==> src/rtl/dmem_arbiter_if.sv <==
// Bundle of the two requester ports and the data-memory port of dmem_arbiter.
// The slave modport is the arbiter; the master modport is the requesters plus the memory.
interface dmem_arbiter_if #(
  parameter int AW = 32,
  parameter int DW = 32
);
  logic          req0;
  logic          we0;
  logic [AW-1:0] addr0;
  logic [DW-1:0] wdata0;
  logic          gnt0;
  logic          rvalid0;
  logic [DW-1:0] rdata0;

  logic          req1;
  logic          we1;
  logic [AW-1:0] addr1;
  logic [DW-1:0] wdata1;
  logic          gnt1;
  logic          rvalid1;
  logic [DW-1:0] rdata1;

  logic          mem_we;
  logic [AW-1:0] mem_addr;
  logic [DW-1:0] mem_wdata;
  logic [DW-1:0] mem_rdata;

  modport slave (
    input  req0, we0, addr0, wdata0,
    input  req1, we1, addr1, wdata1,
    input  mem_rdata,
    output gnt0, rvalid0, rdata0,
    output gnt1, rvalid1, rdata1,
    output mem_we, mem_addr, mem_wdata
  );

  modport master (
    output req0, we0, addr0, wdata0,
    output req1, we1, addr1, wdata1,
    output mem_rdata,
    input  gnt0, rvalid0, rdata0,
    input  gnt1, rvalid1, rdata1,
    input  mem_we, mem_addr, mem_wdata
  );
endinterface

==> src/rtl/dmem_arbiter.sv <==
// Two-port data-memory arbiter: IDLE/OWN0/OWN1 ownership FSM with bounded hold and turnaround.
// Define DMEM_ARB_RR_EN for round-robin tie-break after natural release (default: port 0 wins ties).
module dmem_arbiter #(
  parameter int AW       = 32,
  parameter int DW       = 32,
  parameter int HOLD_MAX = 8
) (
  input  logic           clk,
  input  logic           reset,
  dmem_arbiter_if.slave  io_bus
);

  localparam logic [7:0] HOLD_LAST = 8'(HOLD_MAX - 1);

  typedef enum logic [1:0] {
    IDLE = 2'd0,
    OWN0 = 2'd1,
    OWN1 = 2'd2
  } state_t;

  state_t        r_state, w_next;
  logic [7:0]    r_hold_cnt, w_hold_nxt;
  logic          r_forced, w_forced_nxt;
  logic          r_forced_port, w_forced_port_nxt;
  logic          r_rvalid0, r_rvalid1;
  logic [DW-1:0] r_rdata0, r_rdata1;

  logic          w_gnt0, w_gnt1;
  logic          w_acc0, w_acc1;
  logic          w_pick1;
  logic          w_mem_we;
  logic [AW-1:0] w_mem_addr;
  logic [DW-1:0] w_mem_wdata;

`ifdef DMEM_ARB_RR_EN
  logic          r_last_gnt;
`endif

  assign w_gnt0 = (r_state == OWN0);
  assign w_gnt1 = (r_state == OWN1);
  assign w_acc0 = w_gnt0 & io_bus.req0;
  assign w_acc1 = w_gnt1 & io_bus.req1;

  // Memory port follows the owner only on a real access; otherwise it parks on port 0 with no write.
  always_comb begin
    // NOTE: every always_comb output gets a default first so no path can infer a latch.
    w_mem_we    = 1'b0;
    w_mem_addr  = io_bus.addr0;
    w_mem_wdata = io_bus.wdata0;
    if (w_acc1) begin
      w_mem_we    = io_bus.we1;
      w_mem_addr  = io_bus.addr1;
      w_mem_wdata = io_bus.wdata1;
    end else if (w_acc0) begin
      w_mem_we    = io_bus.we0;
    end
  end

  // Tie-break: a forcibly released port always loses the next contested arbitration.
  always_comb begin
    w_pick1 = 1'b0;
    if (r_forced) begin
      w_pick1 = ~r_forced_port;
    end else begin
`ifdef DMEM_ARB_RR_EN
      w_pick1 = ~r_last_gnt;
`else
      w_pick1 = 1'b0;
`endif
    end
  end

  always_comb begin
    w_next            = r_state;
    w_forced_nxt      = r_forced;
    w_forced_port_nxt = r_forced_port;
    unique case (r_state)
      IDLE: begin
        if (io_bus.req0 && io_bus.req1) w_next = w_pick1 ? OWN1 : OWN0;
        else if (io_bus.req0)           w_next = OWN0;
        else if (io_bus.req1)           w_next = OWN1;
        if (w_next != IDLE) w_forced_nxt = 1'b0;
      end
      OWN0: begin
        if (!io_bus.req0) begin
          w_next = IDLE;
        end else if (io_bus.req1 && (r_hold_cnt == HOLD_LAST)) begin
          w_next            = IDLE;
          w_forced_nxt      = 1'b1;
          w_forced_port_nxt = 1'b0;
        end
      end
      OWN1: begin
        if (!io_bus.req1) begin
          w_next = IDLE;
        end else if (io_bus.req0 && (r_hold_cnt == HOLD_LAST)) begin
          w_next            = IDLE;
          w_forced_nxt      = 1'b1;
          w_forced_port_nxt = 1'b1;
        end
      end
      default: w_next = IDLE;
    endcase
  end

  // Counter stops at HOLD_LAST when uncontested, so a late requester waits at most one more access.
  always_comb begin
    w_hold_nxt = r_hold_cnt;
    if (w_next == IDLE) begin
      w_hold_nxt = 8'd0;
    end else if ((w_acc0 || w_acc1) && (r_hold_cnt != HOLD_LAST)) begin
      w_hold_nxt = r_hold_cnt + 8'd1;
    end
  end

  // NOTE: state registers use non-blocking assignments so every flop samples pre-edge values.
  always_ff @(posedge clk or posedge reset) begin
    if (reset) begin
      r_state       <= IDLE;
      r_hold_cnt    <= 8'd0;
      r_forced      <= 1'b0;
      r_forced_port <= 1'b0;
    end else begin
      r_state       <= w_next;
      r_hold_cnt    <= w_hold_nxt;
      r_forced      <= w_forced_nxt;
      r_forced_port <= w_forced_port_nxt;
    end
  end

`ifdef DMEM_ARB_RR_EN
  always_ff @(posedge clk or posedge reset) begin
    if (reset) begin
      r_last_gnt <= 1'b1;
    end else if ((r_state == IDLE) && (w_next != IDLE)) begin
      r_last_gnt <= (w_next == OWN1);
    end
  end
`endif

  always_ff @(posedge clk or posedge reset) begin
    if (reset) begin
      r_rvalid0 <= 1'b0;
      r_rvalid1 <= 1'b0;
      r_rdata0  <= '0;
      r_rdata1  <= '0;
    end else begin
      r_rvalid0 <= w_acc0 & ~io_bus.we0;
      r_rvalid1 <= w_acc1 & ~io_bus.we1;
      if (w_acc0 && !io_bus.we0) r_rdata0 <= io_bus.mem_rdata;
      if (w_acc1 && !io_bus.we1) r_rdata1 <= io_bus.mem_rdata;
    end
  end

  assign io_bus.gnt0      = w_gnt0;
  assign io_bus.gnt1      = w_gnt1;
  assign io_bus.rvalid0   = r_rvalid0;
  assign io_bus.rvalid1   = r_rvalid1;
  assign io_bus.rdata0    = r_rdata0;
  assign io_bus.rdata1    = r_rdata1;
  assign io_bus.mem_we    = w_mem_we;
  assign io_bus.mem_addr  = w_mem_addr;
  assign io_bus.mem_wdata = w_mem_wdata;

endmodule

==> src/flat_wrapper.sv <==
// flat-port wrapper written by rule: the top's interface ports become plain ports
module dmem_arbiter_flat 
#(
  parameter int AW       = 32,
  parameter int DW       = 32,
  parameter int HOLD_MAX = 8
)
  (clk, reset, io_bus_req0, io_bus_we0, io_bus_addr0, io_bus_wdata0, io_bus_req1, io_bus_we1, io_bus_addr1, io_bus_wdata1, io_bus_mem_rdata, io_bus_gnt0, io_bus_rvalid0, io_bus_rdata0, io_bus_gnt1, io_bus_rvalid1, io_bus_rdata1, io_bus_mem_we, io_bus_mem_addr, io_bus_mem_wdata);
  dmem_arbiter_if #(.AW(AW), .DW(DW)) io_bus_i ();
  input  logic clk;
  input  logic reset;
  input wire logic [$bits(io_bus_i.req0)-1:0] io_bus_req0;
  input wire logic [$bits(io_bus_i.we0)-1:0] io_bus_we0;
  input wire logic [$bits(io_bus_i.addr0)-1:0] io_bus_addr0;
  input wire logic [$bits(io_bus_i.wdata0)-1:0] io_bus_wdata0;
  input wire logic [$bits(io_bus_i.req1)-1:0] io_bus_req1;
  input wire logic [$bits(io_bus_i.we1)-1:0] io_bus_we1;
  input wire logic [$bits(io_bus_i.addr1)-1:0] io_bus_addr1;
  input wire logic [$bits(io_bus_i.wdata1)-1:0] io_bus_wdata1;
  input wire logic [$bits(io_bus_i.mem_rdata)-1:0] io_bus_mem_rdata;
  output wire logic [$bits(io_bus_i.gnt0)-1:0] io_bus_gnt0;
  output wire logic [$bits(io_bus_i.rvalid0)-1:0] io_bus_rvalid0;
  output wire logic [$bits(io_bus_i.rdata0)-1:0] io_bus_rdata0;
  output wire logic [$bits(io_bus_i.gnt1)-1:0] io_bus_gnt1;
  output wire logic [$bits(io_bus_i.rvalid1)-1:0] io_bus_rvalid1;
  output wire logic [$bits(io_bus_i.rdata1)-1:0] io_bus_rdata1;
  output wire logic [$bits(io_bus_i.mem_we)-1:0] io_bus_mem_we;
  output wire logic [$bits(io_bus_i.mem_addr)-1:0] io_bus_mem_addr;
  output wire logic [$bits(io_bus_i.mem_wdata)-1:0] io_bus_mem_wdata;
  assign io_bus_i.req0 = io_bus_req0;
  assign io_bus_i.we0 = io_bus_we0;
  assign io_bus_i.addr0 = io_bus_addr0;
  assign io_bus_i.wdata0 = io_bus_wdata0;
  assign io_bus_i.req1 = io_bus_req1;
  assign io_bus_i.we1 = io_bus_we1;
  assign io_bus_i.addr1 = io_bus_addr1;
  assign io_bus_i.wdata1 = io_bus_wdata1;
  assign io_bus_i.mem_rdata = io_bus_mem_rdata;
  assign io_bus_gnt0 = io_bus_i.gnt0;
  assign io_bus_rvalid0 = io_bus_i.rvalid0;
  assign io_bus_rdata0 = io_bus_i.rdata0;
  assign io_bus_gnt1 = io_bus_i.gnt1;
  assign io_bus_rvalid1 = io_bus_i.rvalid1;
  assign io_bus_rdata1 = io_bus_i.rdata1;
  assign io_bus_mem_we = io_bus_i.mem_we;
  assign io_bus_mem_addr = io_bus_i.mem_addr;
  assign io_bus_mem_wdata = io_bus_i.mem_wdata;
  dmem_arbiter #(.AW(AW), .DW(DW), .HOLD_MAX(HOLD_MAX)) u_core (.clk(clk), .reset(reset), .io_bus(io_bus_i));
endmodule
==> config.mk <==
export PLATFORM = sky130hd
export DESIGN_NAME = dmem_arbiter_flat
export DESIGN_NICKNAME = d
export VERILOG_FILES = /design/src/rtl/dmem_arbiter_if.sv /design/src/rtl/dmem_arbiter.sv /design/src/flat_wrapper.sv
export SDC_FILE = /design/constraint.sdc
export NUM_CORES = 1
export LEC_CHECK = 0
export CORE_UTILIZATION = 31
export CTS_CLUSTER_DIAMETER = 30
export DETAILED_ROUTE_END_ITERATION = 10
export GPL_TIMING_DRIVEN = 1
export HOLD_SLACK_MARGIN = 0.15
export PLACE_DENSITY = 0.79
export RECOVER_POWER = 25
export SLEW_MARGIN = 20
export SYNTH_ARGS = -nofsm -noshare
export SYNTH_HDL_FRONTEND = slang
export SYNTH_SLANG_ARGS = --single-unit
==> constraint.sdc <==
create_clock -name clk -period 2.3 [get_ports clk]
set_input_delay 0.23 -clock clk [delete_from_list [all_inputs] [get_ports clk]]
set_output_delay 0.23 -clock clk [all_outputs]
set_load 0.05 [all_outputs]
Word-level counts from Yosys, hierarchy flattened --
Index checks and enable logic that the tools add are counted.
Operators by class: equality and inequality tests 9, bitwise gates (word level) 7, reductions and logical operators 17, $add $sub $neg 1, muxes and demuxes 26
Operators by type and width (number):
- two-way mux 32 bit | 2
- two-way mux 2 bit | 9
- two-way mux 8 bit | 2
- two-way mux 1 bit | 10
- adder 8 x 1 -> 8 bit, second input constant | 1
- == test 8 x 3 -> 1 bit, second input constant | 1
- != test 2 bit, second input constant | 4
- != test 8 x 3 -> 1 bit, second input constant | 1
- logical AND 1 bit | 6
- one-hot mux 2 bit (3 select lines) | 1
- AND reduction 6 bit | 1
- nonzero test 2 bit | 3
- AND reduction 5 bit | 1
- AND 1 bit | 4
- zero test 2 bit | 2
- inverter 1 bit | 3
- one-hot mux 1 bit (3 select lines) | 1
- nonzero test 3 bit | 1
- == test 2 x 1 -> 1 bit, second input constant | 1
- == test 2 bit, second input constant | 1
- zero test 1 bit | 2
- != test 2 x 1 -> 1 bit, second input constant | 1
- one-hot mux 1 bit (2 select lines) | 1
- logical OR 1 bit | 1
Storage, ports and cells: register bits 78, word-level logic and storage cells 68

Logic depth before layout (Yosys ltp) --
word-level depth 8, depth in mapped cells 10, depth with buffers taken out 7

Worst setup path before layout --
OpenSTA, ideal clock, no wires.
path type reg2out, start register u_core.r_state[0], end output io_bus_mem_we, arrival time 2805 ps, cell stages (with the launch flop) 8, setup slack -735 ps, buffers on the path 3, path through dfrtp_1 inv_1 ha_1 and2_1 buf_2 buf_2 buf_2 o21ai_0
RTL lines:
- start, declared | RTL line dmem_arbiter.sv:21 | state_t r_state, w_next;
- start signal, assigned | RTL line dmem_arbiter.sv:124 | r_state <= w_next;
- == test 2 bit | RTL line dmem_arbiter.sv:40 | assign w_gnt1 = (r_state == OWN1);
- net io_bus_gnt1 | RTL line flat_wrapper.sv:24 | output wire logic [$bits(io_bus_i.gnt1)-1:0] io_bus_gnt1;
- AND 1 bit | RTL line dmem_arbiter.sv:42 | assign w_acc1 = w_gnt1 & io_bus.req1;
- two-way mux 1 bit | RTL line dmem_arbiter.sv:50 | if (w_acc1) begin
- end, declared | RTL line flat_wrapper.sv:27 | output wire logic [$bits(io_bus_i.mem_we)-1:0] io_bus_mem_we;
The timed path passes the listed nets, and every way through them passes these cells.

Worst setup path after layout --
start register u_core.r_state[1], end output io_bus_mem_wdata[24]
Between the ends: word-level cells in the longest chain between the ends 3
Ends and longest elaborated chain:
- == test 2 bit | RTL line dmem_arbiter.sv:40
- AND 1 bit | RTL line dmem_arbiter.sv:42
- two-way mux 32 bit | RTL line dmem_arbiter.sv:50
- end, declared | RTL line flat_wrapper.sv:29 | output wire logic [$bits(io_bus_i.mem_wdata)-1:0] io_bus_mem_wdata;
No other way between the ends.

==> flow_summary.ini <==
[setup_path]
critical_path_required_ns = 2.07
critPathMaxStageDelay_ns = 0.46
crit_end = io_bus_mem_wdata[24]
cpMaxStageDelayCell = dfrtp_2
crit_fanout = 10
reg2regPathDepth = 5
ff2ff_setup_slack_ns = 0.11
endpoint_kind = output pin
crit_chain = ha_4 > and2_4 > buf_12 > mux2_2 > buf_4
start_kind = flop
arrival_ns = 1.99
rr_endpoint = u_core.r_hold_cnt[3]
startpoint = u_core.r_state[1]
r2r-start = u_core.r_hold_cnt[0]
criticalPathCategory = flop to output pin

[finish]
final-instance-count-excl-fill = 917
syn_to_final_growth_pct = 87.3
drive_gt1_share_pct = 24.0
nets = 908
seq_area_um2 = 1950
multi_input_area_um2 = 1990
fillers = 1066

[routing]
routed_wl_um = 16700
drtIter0Drc = 220
wl_met1_um = 7010
vias = 4282
wire_per_inst_um = 18.2
highest_layer = met5
detail-route-antenna-nets = 0
vias_per_cell = 4.67
drcViolationCount = 0
wl_met3_um = 1210
drt_pass1_iterations = 4
wl_met2_um = 8310

[place]
place.gp.congestion = 0.838
dp.cells = 891
hpwl_um = 13000
dp_slack_ns = 0.122
port_buffers = 298

[synthesis]
synth_edf_count = 0
synth_top_area_share_pct = 48.3
yosys-top-cells-area = dfrtp_1, nand2_1, mux2_2, a211oi_1, ha_1
async_flop_share_pct = 100
yosysWarnings = 0
yosysMostFrequentCell = nand2_1
synth.distinct_cells = 32
yosysTopAreaCell = dfrtp_1
ys_seq_elements = 78
syn-num-nets = 603
syn-instance-count = 432
synth_ff_type = dfrtp_1
synthTopCellsByCount = nand2_1, dfrtp_1, mux2_2
syn-cell-area_um2 = 4050
syn_avg_cell_area_um2 = 9.36
seq_area_frac_synth_pct = 48.3

[floorplan]
dieArea_um2 = 13500
ios = 299
initial_core_util_pct = 31.9
coreArea_um2 = 12700
die_x_um = 116
die_h_um = 116
core.rowCount = 41

[timing]
fin_setup_tns_ns = 0
timing.hold.ws_ns = 0.457
rsz0062_at_grt = no
fin_crit_sh_pct = 96.6
slew_viol_final = 0
max_freq_ghz = 0.450
worst_slack_ns = 0.0793
hold_violations = 0
worst_slew_pin_slew_ns = 1.32
relSlewSlack_pct = 11.8
period_needed_ns = 2.22
fin_worst_skew_ns = 0.00832
finalSetupViolations = 0

[pwr]
p_leak_uw = 0.00342
ir_drop_v = 0.000676
power.density_nw_per_um2 = 1280
power_uw = 9730

[clock_network]
cts_tree = done
clk_pin_slew_ns = 0.07
cts_root_buf = clkbuf_16
clk_latency_ns = 0.33
clockBufferDepth = 2
h-tree-depth = 3
cts.sinks = 78
cts-buffers-inserted = 9
holdBufCountCts = 0

[grt]
track_usage_pct = 23.4
grt_overflow = 0
antenna_found_initial = 3
grt_pass1_wl_um = 23200
grt_pass1_vias = 4152
grt_max_degree = 50

[run]
maxCapViolCount = 0

[outcome]
status = complete, no violations

[hold_path]
hold_class = input port to flop
==> placed cells by master (no fill, tap or decap), types with 2 or more instances in the layout <==
cell / n
ha_1: 4
xnor2_1: 7
mux2_2: 65
nand3_1: 6
dfrtp_1: 77
buf_12: 4
a311oi_4: 2
buf_4: 75
clkinv_4: 3
and2_4: 2
diode_2: 3
nor3_1: 3
nand4_1: 2
clkbuf_16: 11
inv_1: 3
nor2_1: 4
nand3b_1: 2
a211oi_1: 11
clkdlybuf4s50_1: 231
nand2_1: 198
a21oi_1: 3
inv_2: 2
nor4_1: 2
buf_6: 4
==> where the power goes <==
part / internal (uW) / switching (uW)
Combinational: 2100 / 3910
Clock: 849 / 567
Sequential: 1950 / 348
Total: 4900 / 4830
==> registers in the layout (all words and copies together) (netlist names) <==
name,count
u_core.io_bus.rdata0,32
u_core.io_bus.rdata1,32
u_core.io_bus.rvalid0,1
u_core.io_bus.rvalid1,1
u_core.r_forced,1
u_core.r_forced_port,1
u_core.r_hold_cnt,8
u_core.r_state,2
==> worst max-delay path, delay by kind of cell, from the launching register on <==
kind                     cells  cell delay [ns]
flip-flops                   1             0.46
multiplexers                 1             0.37
buffers and inverters        2             0.36
AND/OR/NAND/NOR              1             0.25
adder cells (fa/ha/maj)      1             0.21
==> timing repair <==
action                     in CTS  in global routing
setup endpoints to repair      64                 52
gates resized for setup         3                  5
setup buffers                   1                  1
pin swaps                       0                  0
gates cloned                    1                  4
==> per-layer routing <==
metal	vias up	GRT usage, %
met2	206	37.9
met4	2	6.58
met3	10	6.28
met5	-	0
met1	2030	30.7
li1	2034	-
==> metrics by stage <==
stage / cell area (um2) / utilization [%]
floorplan: 4060 / -
global placement: 7140 / 56.4
detailed placement: 7140 / 56.4
CTS: 7480 / 59.0
global route: 7570 / 59.8
finish: 7580 / 59.8
==> how the worst min path moves through the flow <==
stage / from / endpoint / slack, ns / cells past startpoint
3_3_place_gp: u_core.r_forced_port / u_core.r_forced_port / 0.45 / 2
3_5_place_dp: u_core.io_bus.rdata1[5] / u_core.io_bus.rdata1[5] / 0.46 / 2
2_1_floorplan: io_bus_mem_rdata[0] / u_core.io_bus.rdata0[0] / 0.34 / 2
5_1_grt: io_bus_mem_rdata[13] / u_core.io_bus.rdata1[13] / 0.47 / 3
4_1_cts: reset / u_core.io_bus.rdata1[27] / 0.24 / 2
6_report: io_bus_mem_rdata[29] / u_core.io_bus.rdata0[29] / 0.46 / 3
==> logic make-up after synthesis <==
group / count (synthesis) / synth area share (%)
fa+ha+maj: 5 / 1.55
flops: 78 / 48.3
buf+inv: 31 / 3.25
compound gates: 22 / 4.83
xor+xnor: 7 / 1.52
mux: 66 / 18.3
simple gates: 223 / 22.3
==> cell type report <==
class	instances	share of cell area, %
clock inverter	6	0.925
inverter	6	0.314
multi-input combinational	324	26.3
sequential	78	25.8
clock buffer	10	3.02
antenna	3	0.0991
timing repair buffer	318	40.8
tap	172	2.84
Power figures use the tool's default switching activity.
